**src/rtl/lsu_ctrl.sv**
```systemverilog
// Load/store unit controller: decodes RV32I load/store requests, drives a word-wide data memory
// port with byte enables, formats load data and aborts accesses that see no ack in time.
module lsu_ctrl #(
   parameter int unsigned TIMEOUT = 16
) (
   input  logic        clk,
   input  logic        rst,

   input  logic        i_req_valid,
   output logic        o_req_ready,
   input  logic        i_req_wen,
   input  logic [2:0]  i_req_funct3,
   input  logic [31:0] i_req_addr,
   input  logic [31:0] i_req_wdata,

   output logic        o_resp_valid,
   output logic [31:0] o_resp_rdata,
   output logic        o_resp_err,
   output logic        o_busy,

   output logic [31:0] o_dmem_addr,
   output logic        o_dmem_ren,
   output logic        o_dmem_wen,
   output logic [31:0] o_dmem_wdata,
   output logic [3:0]  o_dmem_mask,
   input  logic [31:0] i_dmem_rdata,
   input  logic        i_dmem_valid
);

   typedef enum logic [0:0] {StIdle, StAccess} state_e;

   localparam logic [7:0] LastCycle = 8'(TIMEOUT - 1);

   state_e      state_q, state_d;
   logic [7:0]  cnt_q, cnt_d;

   logic [31:0] addr_q;
   logic [2:0]  funct3_q;
   logic        wen_q;
   logic [31:0] wdata_q;
   logic [3:0]  mask_q;

   logic        resp_valid_q, resp_valid_d;
   logic        resp_err_q, resp_err_d;
   logic [31:0] rdata_q, rdata_d;

   logic        req_legal;
   logic        req_misaligned;
   logic        req_ok;
   logic [3:0]  req_mask;
   logic [31:0] req_wdata;
   logic        ready;
   logic        accept;
   logic        ack;
   logic        timeout_hit;
   logic        access_act;
   logic [31:0] rdata_shifted;
   logic [31:0] load_data;

   // Request decode
   always_comb begin
      if (i_req_wen) begin
         req_legal = (i_req_funct3 == 3'b000) || (i_req_funct3 == 3'b001) ||
                     (i_req_funct3 == 3'b010);
      end else begin
         req_legal = (i_req_funct3 == 3'b000) || (i_req_funct3 == 3'b001) ||
                     (i_req_funct3 == 3'b010) || (i_req_funct3 == 3'b100) ||
                     (i_req_funct3 == 3'b101);
      end

      req_misaligned = 1'b0;
      req_mask       = 4'b1111;
      req_wdata      = i_req_wdata;
      case (i_req_funct3[1:0])
         2'b00: begin
            req_mask  = 4'b0001 << i_req_addr[1:0];
            req_wdata = {4{i_req_wdata[7:0]}};
         end
         2'b01: begin
            req_misaligned = i_req_addr[0];
            req_mask       = 4'b0011 << i_req_addr[1:0];
            req_wdata      = {2{i_req_wdata[15:0]}};
         end
         default: begin
            req_misaligned = (i_req_addr[1:0] != 2'b00);
            req_mask       = 4'b1111;
            req_wdata      = i_req_wdata;
         end
      endcase

      // Loads never drive write data onto the bus
      if (!i_req_wen) begin
         req_wdata = 32'h0;
      end

      req_ok = req_legal && !req_misaligned;
   end

   assign ready       = (state_q == StIdle) && !rst;
   assign accept      = i_req_valid && ready;
   assign ack         = (state_q == StAccess) && i_dmem_valid;
   assign timeout_hit = (state_q == StAccess) && !i_dmem_valid && (cnt_q == LastCycle);

   // State register
   always_ff @(posedge clk) begin
      if (rst) begin
         state_q <= StIdle;
      end else begin
         state_q <= state_d;
      end
   end

   // Next-state logic
   always_comb begin
      state_d = state_q;
      unique case (state_q)
         StIdle: begin
            if (accept && req_ok) begin
               state_d = StAccess;
            end
         end
         StAccess: begin
            if (ack || timeout_hit) begin
               state_d = StIdle;
            end
         end
         default: state_d = StIdle;
      endcase
   end

   // Output logic; reset forces every output low in the same cycle
   always_comb begin
      access_act   = (state_q == StAccess) && !rst;
      o_req_ready  = ready;
      o_busy       = access_act;
      o_dmem_ren   = access_act && !wen_q;
      o_dmem_wen   = access_act && wen_q;
      o_dmem_addr  = access_act ? {addr_q[31:2], 2'b00} : 32'h0;
      o_dmem_mask  = access_act ? mask_q : 4'b0000;
      o_dmem_wdata = access_act ? wdata_q : 32'h0;
      o_resp_valid = resp_valid_q && !rst;
      o_resp_err   = resp_err_q && !rst;
      o_resp_rdata = rst ? 32'h0 : rdata_q;
   end

   // Access cycle counter
   always_comb begin
      cnt_d = cnt_q;
      if (accept) begin
         cnt_d = 8'd0;
      end else if (state_q == StAccess) begin
         cnt_d = cnt_q + 8'd1;
      end
   end

   always_ff @(posedge clk) begin
      if (rst) begin
         cnt_q <= 8'd0;
      end else begin
         cnt_q <= cnt_d;
      end
   end

   // Captured request
   always_ff @(posedge clk) begin
      if (rst) begin
         addr_q   <= 32'h0;
         funct3_q <= 3'b000;
         wen_q    <= 1'b0;
         wdata_q  <= 32'h0;
         mask_q   <= 4'b0000;
      end else if (accept) begin
         addr_q   <= i_req_addr;
         funct3_q <= i_req_funct3;
         wen_q    <= i_req_wen;
         wdata_q  <= req_wdata;
         mask_q   <= req_mask;
      end
   end

   // Load data formatting
   always_comb begin
      rdata_shifted = i_dmem_rdata >> {addr_q[1:0], 3'b000};
      case (funct3_q)
         3'b000:  load_data = {{24{rdata_shifted[7]}}, rdata_shifted[7:0]};
         3'b001:  load_data = {{16{rdata_shifted[15]}}, rdata_shifted[15:0]};
         3'b010:  load_data = i_dmem_rdata;
         3'b100:  load_data = {24'h0, rdata_shifted[7:0]};
         3'b101:  load_data = {16'h0, rdata_shifted[15:0]};
         default: load_data = 32'h0;
      endcase
   end

   // Response; read data holds until the next response
   always_comb begin
      resp_valid_d = 1'b0;
      resp_err_d   = 1'b0;
      rdata_d      = rdata_q;
      if (accept && !req_ok) begin
         resp_valid_d = 1'b1;
         resp_err_d   = 1'b1;
         rdata_d      = 32'h0;
      end else if (ack) begin
         resp_valid_d = 1'b1;
         rdata_d      = wen_q ? 32'h0 : load_data;
      end else if (timeout_hit) begin
         resp_valid_d = 1'b1;
         resp_err_d   = 1'b1;
         rdata_d      = 32'h0;
      end
   end

   always_ff @(posedge clk) begin
      if (rst) begin
         resp_valid_q <= 1'b0;
         resp_err_q   <= 1'b0;
         rdata_q      <= 32'h0;
      end else begin
         resp_valid_q <= resp_valid_d;
         resp_err_q   <= resp_err_d;
         rdata_q      <= rdata_d;
      end
   end

endmodule

```
**config.mk**
```make
export PLATFORM = sky130hd
export DESIGN_NAME = lsu_ctrl
export DESIGN_NICKNAME = d
export VERILOG_FILES = /design/src/rtl/lsu_ctrl.sv
export SDC_FILE = /design/constraint.sdc
export NUM_CORES = 1
export LEC_CHECK = 0
export BUFFER_PORTS_ARGS = -buffer_cell sky130_fd_sc_hd__buf_2
export CAP_MARGIN = 40
export CORE_ASPECT_RATIO = 0.75
export CORE_MARGIN = 1
export CORE_UTILIZATION = 40
export DETAILED_ROUTE_END_ITERATION = 7
export PLACE_DENSITY = 0.67
export SLEW_MARGIN = 20
export SYNTH_ARGS = -nofsm -noshare
export SYNTH_HDL_FRONTEND = slang
export SYNTH_SLANG_ARGS = --single-unit
export TNS_END_PERCENT = 20
```
**constraint.sdc**
```tcl
create_clock -name clk -period 3.7 [get_ports clk]
set_clock_uncertainty 0.2 [all_clocks]
set_input_delay 0.37 -clock clk [delete_from_list [all_inputs] [get_ports clk]]
set_output_delay 0.37 -clock clk [all_outputs]
set_load 0.01 [all_outputs]
```
# Word level (Yosys, flattened, before mapping)
# Index checks and enable logic that the tools add are counted.
# totals
reg_bits	115
output_inout_bits	106
word_cells	76
# op_classes
n_addsub	1
eq_ne	10
n_shift	3
muxes	21
bitwise	1
reduce_logical	30
# op_table
operator	count
32-bit two-way mux	7
32-bit one-hot mux with 5 select lines	1
32-bit one-hot mux with 2 select lines	1
32-bit by 5-bit >> shifter with 16-bit output	1
1-bit logical AND	13
3-bit == test (second input constant)	4
8-bit by 1-bit adder with 8-bit output (second input constant)	1
8-bit by 4-bit == test with 1-bit output (second input constant)	1
1-bit two-way mux	8
4-bit one-hot mux with 2 select lines	1
3-bit by 1-bit == test with 1-bit output (second input constant)	2
3-bit by 2-bit == test with 1-bit output (second input constant)	2
3-bit zero test	2
1-bit zero test	5
1-bit logical OR	5
4-bit two-way mux	1
1-bit one-hot mux with 2 select lines	2
2-bit nonzero test	2
2-bit OR reduction	2
1-bit by 2-bit << shifter with 4-bit output (first input constant)	1
2-bit by 2-bit << shifter with 4-bit output (first input constant)	1
2-bit by 1-bit == test with 1-bit output (second input constant)	1
2-bit zero test	1
1-bit NOT	1

# Longest topological paths before layout
# Gate-level depths: netlist (run 1).
# logic_depth
ltp_word	10
ltp_mapped	8
depth_no_buf	5

# Least setup slack after synthesis (run 1)
# Ideal clock, no wire load.
# synth_path
path_kind	input port to output port
from	in rst
to	out o_dmem_wdata[10]
arrival_ns	1.406
required_ns	3.130
slack_ns	1.724
path_stages	7
cell_sequence	buf_2 inv_1 nand2_1 inv_1 clkbuf_1 clkbuf_1 and2_1
# synth_via
elab_chain_len	3
# synth_lines
item	line	rtl
start, declared	7	input logic rst,
1-bit zero test	133	access_act = (state_q == StAccess) && !rst;
1-bit logical AND	133	
32-bit two-way mux	140	o_dmem_wdata = access_act ? wdata_q : 32'h0;
end, declared	24	output logic [31:0] o_dmem_wdata,
# Every way passes these cells.

# Final worst setup path (run 1)
# layout_path
from	reg state_q
to	out o_dmem_wdata[17]
# layout_via
elab_chain_len	2
# layout_lines
item	line	rtl
start, declared	34	state_e state_q, state_d;
start signal, assigned	107	state_q <= StIdle;
start signal, assigned	109	state_q <= state_d;
1-bit logical AND	133	
32-bit two-way mux	140	
# Every way passes these cells.

==> reports/results.ini, run 1 <==
[timing]
hold_viol_final=0
post-route-period-util_pct=76.5
slew_headroom_pct=48.7
setup_viol=0
rsz0062_at_grt=no
fmax_ghz=0.353
fin_tns_setup_ns=0
period_needed_ns=2.83
tightest_slew_ns=0.769
slew_viol_final=0

[critical_path]
critPathKind=flop to output pin
cp_max_fo=49
cp_data_required_time_ns=3.13
r2r_cells=4
cp.arrival_ns=2.26
startpoint_type=flop
reg2reg_slack_ns=1.24
cp-end-kind=output pin

[floorplan]
dieArea_mm2=0.0148
fp-row-count=37
start_util_pct=41.4
die_h_um=106
die_w_um=140
coreArea_mm2=0.0138
io_pins=210

[finish]
final_cell_mix=buf_2, nand2_1, dfxtp_1
nFillCells=1262
drive_gt1_share_pct=30.1
final_common_cell=buf_2
diodes=0
syn_to_final_growth_pct=35.3
seq_area_mm2=0.00230
fin_util_pct=56.0
finalNetCount=1004
multiInputGateArea_mm2=0.00316

[drt]
vias=5694
wl_per_cell_um=15.7
drtPass1Iterations=6
routed_wirelength_um=17000
drt_iter0_markers=443
vias_per_cell=5.24
detail-route-antenna-nets=0
drc=0

[logic_synthesis]
seq_area_frac_synth_pct=40.2
synth.top_cell.area_share_pct=40.2
synthSimpleGateAreaFrac_pct=25.8
synth_xor_area_share_pct=0.765
synth_largest_area_cell=dfxtp_1
yosys.area_share.adder_pct=0.219
synthArstFlopShare_pct=0
synthMuxAreaShare_pct=9.09
synth_top_family_by_area=simple AND/OR/NAND/NOR gates
ys_types=49
yosys_warnings=0
synth_flop_cell=dfxtp_1
synth_compound_area_share_pct=18.8
ys_top_cells_by_area=dfxtp_1, nand2_1, and2_1, o21ai_0, mux2i_1
ys_seq_elements=115
syn_area_mm2=0.00573
postSynthCellCount=688
synth_edf_count=0
synth.avg_cell_area_um2=8.32

[clocking]
cts_setup_buffers=0
htreeDepth=4
path_clk_slew_ns=0.05
numClockSinks=115
cts_root_buf=clkbuf_16
cts_tree=yes
clock_tree.buffer_depth=2
clkLatencyLatePin_ns=0.41
cts_buffers=17

[status]
status=finished clean

[place]
hpwl_um=11600
place_congestion=0.871
port-buffer-count=207

[global_routing]
overflow=0
grt_pass1_vias=5332
antenna_found_initial=0
grt_max_degree=79
grt.total_usage_pct=23.6
grt_first_pass_wirelength_um=27300

[power_and_ir_drop]
ir_drop_mv=0.353
leakagePower_nw=3.61
powerDensity_mw_per_mm2=443

[flow_run]
max-cap-violations=0

[hold_path]
worstHoldPathCells=2
hold_class=primary input to flop

[power by group]
group	internal (mW)	switching, mW
registers	1.31	0.0464
logic	0.194	0.235
clock network	1.08	0.568
total	2.58	0.850
[stage by stage]
stage                     std cells  instance area, µm²  hold slack [ns]  setup slack, ns  total power, mW
after floorplan                 689                5730            0.217             1.72             1.62
after global placement         1021                6810            0.227             1.07             1.76
after detailed placement       1024                6840            0.233             1.10             1.78
after CTS                      1086                7750           0.0112            0.807             3.45
after global routing           1086                7750           0.0264            0.680             3.57
final                          1086                7750           0.0278            0.868             3.43
[area by class of cell]
class | instances | share of cell area [%]
Timing Repair Buffer | 249 | 18.8
Tap cell | 175 | 2.83
Inverter | 5 | 0.242
Sequential cell | 115 | 29.7
Clock inverter | 11 | 1.74
Multi-Input combinational cell | 511 | 40.8
Clock buffer | 20 | 5.90
[what timing repair did]
item | CTS | global route
resized for setup | 0 | 0
hold buffers | 31 | 0
endpoints found under the hold margin | 31 | 0
[cell usage after synthesis (all sizes together), types with 2 or more instances]
cell type / count
mux2i: 25
or3: 2
a31oi: 8
inv: 5
nor2: 23
buf: 19
a21oi: 31
mux4: 8
nand4: 17
clkbuf: 39
nor3: 4
o2bb2ai: 9
dfxtp: 115
nor2b: 35
o21ai: 67
and2: 67
a22oi: 17
o31ai: 2
xnor2: 2
xor2: 3
nor3b: 3
mux2: 8
a21o: 9
nand2: 131
a22o: 23
[sequential cells by signal (all words and copies together) (netlist names)]
register	cells
mask_q	4
rdata_q	32
cnt_q	8
resp_valid_q	1
wdata_q	32
funct3_q	3
state_q	1
addr_q	32
resp_err_q	1
wen_q	1
[final timing paths]
path,start,end
setup / recovery,state_q,o_dmem_wdata[17]
setup reg to reg,addr_q[1],rdata_q[11]
hold / removal,i_req_wdata[6],wdata_q[6]
hold reg to reg,wdata_q[24],wdata_q[24]
[worst max-delay path, stage by stage (launching register included)]
cell and delay (ns):
dfxtp_1 0.63, nand2_1 0.18, inv_1 0.44, buf_12 0.27
and2_1 0.16, buf_2 0.14
[logic make-up after synthesis]
group / after synthesis
adders and majority gates: 1
buffers and inverters: 63
other: 1
muxes: 41
and+or+nand+nor: 292
xor gates and xnor gates: 5
DFF: 115
AOI/OAI and AO/OA: 170
[per-layer routing]
layer / up-vias / global-route usage, % / share of wire (%)
met2: 223 / 37.4 / 46
met1: 2655 / 30.2 / 45
met4: 0 / 7.22 / 1.2
li1: 2798 / - / -
met5: - / 0 / 0
met3: 18 / 7.72 / 7.7
Power figures use the tool's default switching activity.
==> run 2, diff against run 1 <==
--- a/config.mk
+++ b/config.mk
@@ -11,7 +11,7 @@
 export CORE_MARGIN = 1
 export CORE_UTILIZATION = 40
 export DETAILED_ROUTE_END_ITERATION = 7
-export PLACE_DENSITY = 0.67
+export PLACE_DENSITY = 0.69
 export SLEW_MARGIN = 20
 export SYNTH_ARGS = -nofsm -noshare
 export SYNTH_HDL_FRONTEND = slang
==> constraint.sdc (replaced) <==
create_clock -name clk -period 2.5 [get_ports clk]
set_clock_uncertainty 0.2 [all_clocks]
set_input_delay 0.25 -clock clk [delete_from_list [all_inputs] [get_ports clk]]
set_output_delay 0.25 -clock clk [all_outputs]
set_load 0.01 [all_outputs]
==> reports/results.ini, run 2 (synthesized netlist as in run 1, its figures left out) <==
[status]
status=finished clean

[drt]
routed_wirelength_um=17700  ; +4.1%
vias=5910  ; +3.8%
detail-route-antenna-nets=0  ; unchanged
vias_per_cell=5.17  ; -1.5%
drc=0  ; unchanged
drtPass1Iterations=6  ; unchanged
drt_iter0_markers=375  ; -15%
wl_per_cell_um=15.5  ; -1.2%

[hold_path]
hold_class=primary input to flop
worstHoldPathCells=3  ; +1
hold_path_startpoint=i_dmem_rdata[1]
hold-path-endpoint=rdata_q[1]

[clocking]
cts_tree=yes
htreeDepth=4  ; unchanged
clkLatencyLatePin_ns=0.40  ; about the same
clock_tree.buffer_depth=2  ; unchanged
path_clk_slew_ns=0.05  ; about the same
cts_root_buf=clkbuf_16
cts_buffers=17  ; unchanged
numClockSinks=115  ; unchanged

[timing]
fin_tns_setup_ns=0  ; unchanged
tightest_slew_ns=0.720  ; -0.0487 ns
rsz0062_at_grt=no
setup_viol=0  ; unchanged
fmax_ghz=0.444
slew_viol_final=0  ; unchanged
hold_viol_final=0  ; unchanged
period_needed_ns=2.25
post-route-period-util_pct=90.1
slew_headroom_pct=51.7  ; +3.1 points

[global_routing]
grt_pass1_vias=5680  ; +6.5%
antenna_found_initial=0  ; unchanged
grt_first_pass_wirelength_um=28400  ; +4.1%
grt.total_usage_pct=24.4  ; +0.80 points
overflow=0  ; unchanged
grt_max_degree=43  ; -46%

[floorplan]
die_h_um=106  ; unchanged
coreArea_mm2=0.0138  ; unchanged
start_util_pct=41.4  ; unchanged
fp-row-count=37  ; unchanged
die_w_um=140  ; unchanged
io_pins=210  ; unchanged
dieArea_mm2=0.0148  ; unchanged

[critical_path]
cp.arrival_ns=1.80  ; -0.46 ns
critPathKind=flop to output pin
rr_endpoint=rdata_q[20]
reg2reg_slack_ns=0.39  ; -0.85 ns
cp_data_required_time_ns=2.05  ; -1.08 ns
r2r_cells=6  ; +2
worstReg2RegStart=state_q
cp-end-kind=output pin
cp_max_fo=26  ; -47%
startpoint_type=flop

[finish]
final_cell_mix=buf_2, nand2_1, dfxtp_1
finalNetCount=1061  ; +5.7%
diodes=0  ; unchanged
drive_gt1_share_pct=29.6  ; -0.46 points
syn_to_final_growth_pct=44.5
largestRegisters=addr_q x32, rdata_q x32, wdata_q x32
nFillCells=1184  ; -6.2%
final_common_cell=buf_2

[place]
port-buffer-count=207  ; unchanged
hpwl_um=11200  ; -2.8%
place_congestion=0.881  ; +1.1%

[power_and_ir_drop]
powerDensity_mw_per_mm2=616  ; +39%
ir_drop_mv=0.498  ; +41%
leakagePower_nw=3.84  ; +6.4%
total_power_mw=5.10  ; +48%

[flow_run]
max-cap-violations=0  ; unchanged

==> run 2: cell count changes in the layout (fill, tap and decap cells not counted), moves of 2 or more <==
cell           delta
clkinv_4          +2
dlygate4sd3_1    +46
clkinv_2          -3
clkinvlp_4        +2
buf_4            +12
==> run 2: final cells by class <==
type / instances / area (µm²) / share of cell area, %
multi-input cells: 511 / 3150 / 38.1
flip-flops and latches: 115 / 2300 / 27.8
repair buffers: 306 / 1990 / 24.0
clock buffers: 20 / 457 / 5.52
well taps: 175 / 219 / 2.65
clock inverters: 12 / 131 / 1.59
inverters: 5 / 18.8 / 0.227
==> run 2: power breakdown <==
group / total, mW / internal, mW / switching [mW] / leakage (nW)
combinational: 0.723 / 0.346 / 0.376 / 2.62
sequential: 1.99 / 1.93 / 0.0554 / 0.940
clock: 2.39 / 1.52 / 0.866 / 0.278
total: 5.10 / 3.80 / 1.30 / 3.84
==> run 2: worst max-delay path by stage <==
stage	slack (ns)	startpoint	depth (start not counted)	endpoint
final	0.25	state_q	6	o_dmem_wen
after global routing	0.11	state_q	6	o_dmem_wen
after CTS	0.04	state_q	6	o_dmem_mask[3]
after detailed placement	0.35	state_q	6	rdata_q[17]
after global placement	0.43	state_q	6	rdata_q[22]
after floorplan	0.64	addr_q[1]	6	rdata_q[20]
==> run 2: what timing repair did <==
action,4_1_cts,5_1_grt
buffers inserted,0,0
hold buffers,77,0
gates resized for setup,0,3
setup endpoints to repair,0,41
hold endpoints to repair,75,0
==> run 2: per-stage QoR <==
stage | cell area [µm²] | util [%] | setup WS (ns) | hold WS, ns | std cells
floorplan | 5730 | - | 0.637 | 0.159 | 689
global placement | 6900 | 49.9 | 0.427 | 0.227 | 1034
detailed placement | 6910 | 49.9 | 0.352 | 0.231 | 1035
CTS | 8260 | 59.7 | 0.0425 | 0.00589 | 1144
global route | 8270 | 59.8 | 0.113 | 0.0285 | 1144
finish | 8270 | 59.8 | 0.248 | 0.0311 | 1144
==> run 2: per-layer routing <==
layer | GRT usage [%] | vias up | wire length [µm]
li1 | - | 2910 | -
met1 | 31.9 | 2742 | 8020
met2 | 38.1 | 231 | 8070
met3 | 6.59 | 27 | 1330
met4 | 9.50 | 0 | 274
met5 | 0 | - | 0
==> run 2: worst max-delay path, cell delays in order (launching register included) <==
cell	delay (ns)
dfxtp_2	0.40
buf_4	0.17
nand2_1	0.11
inv_1	0.14
buf_4	0.27
and2_1	0.18
buf_2	0.14
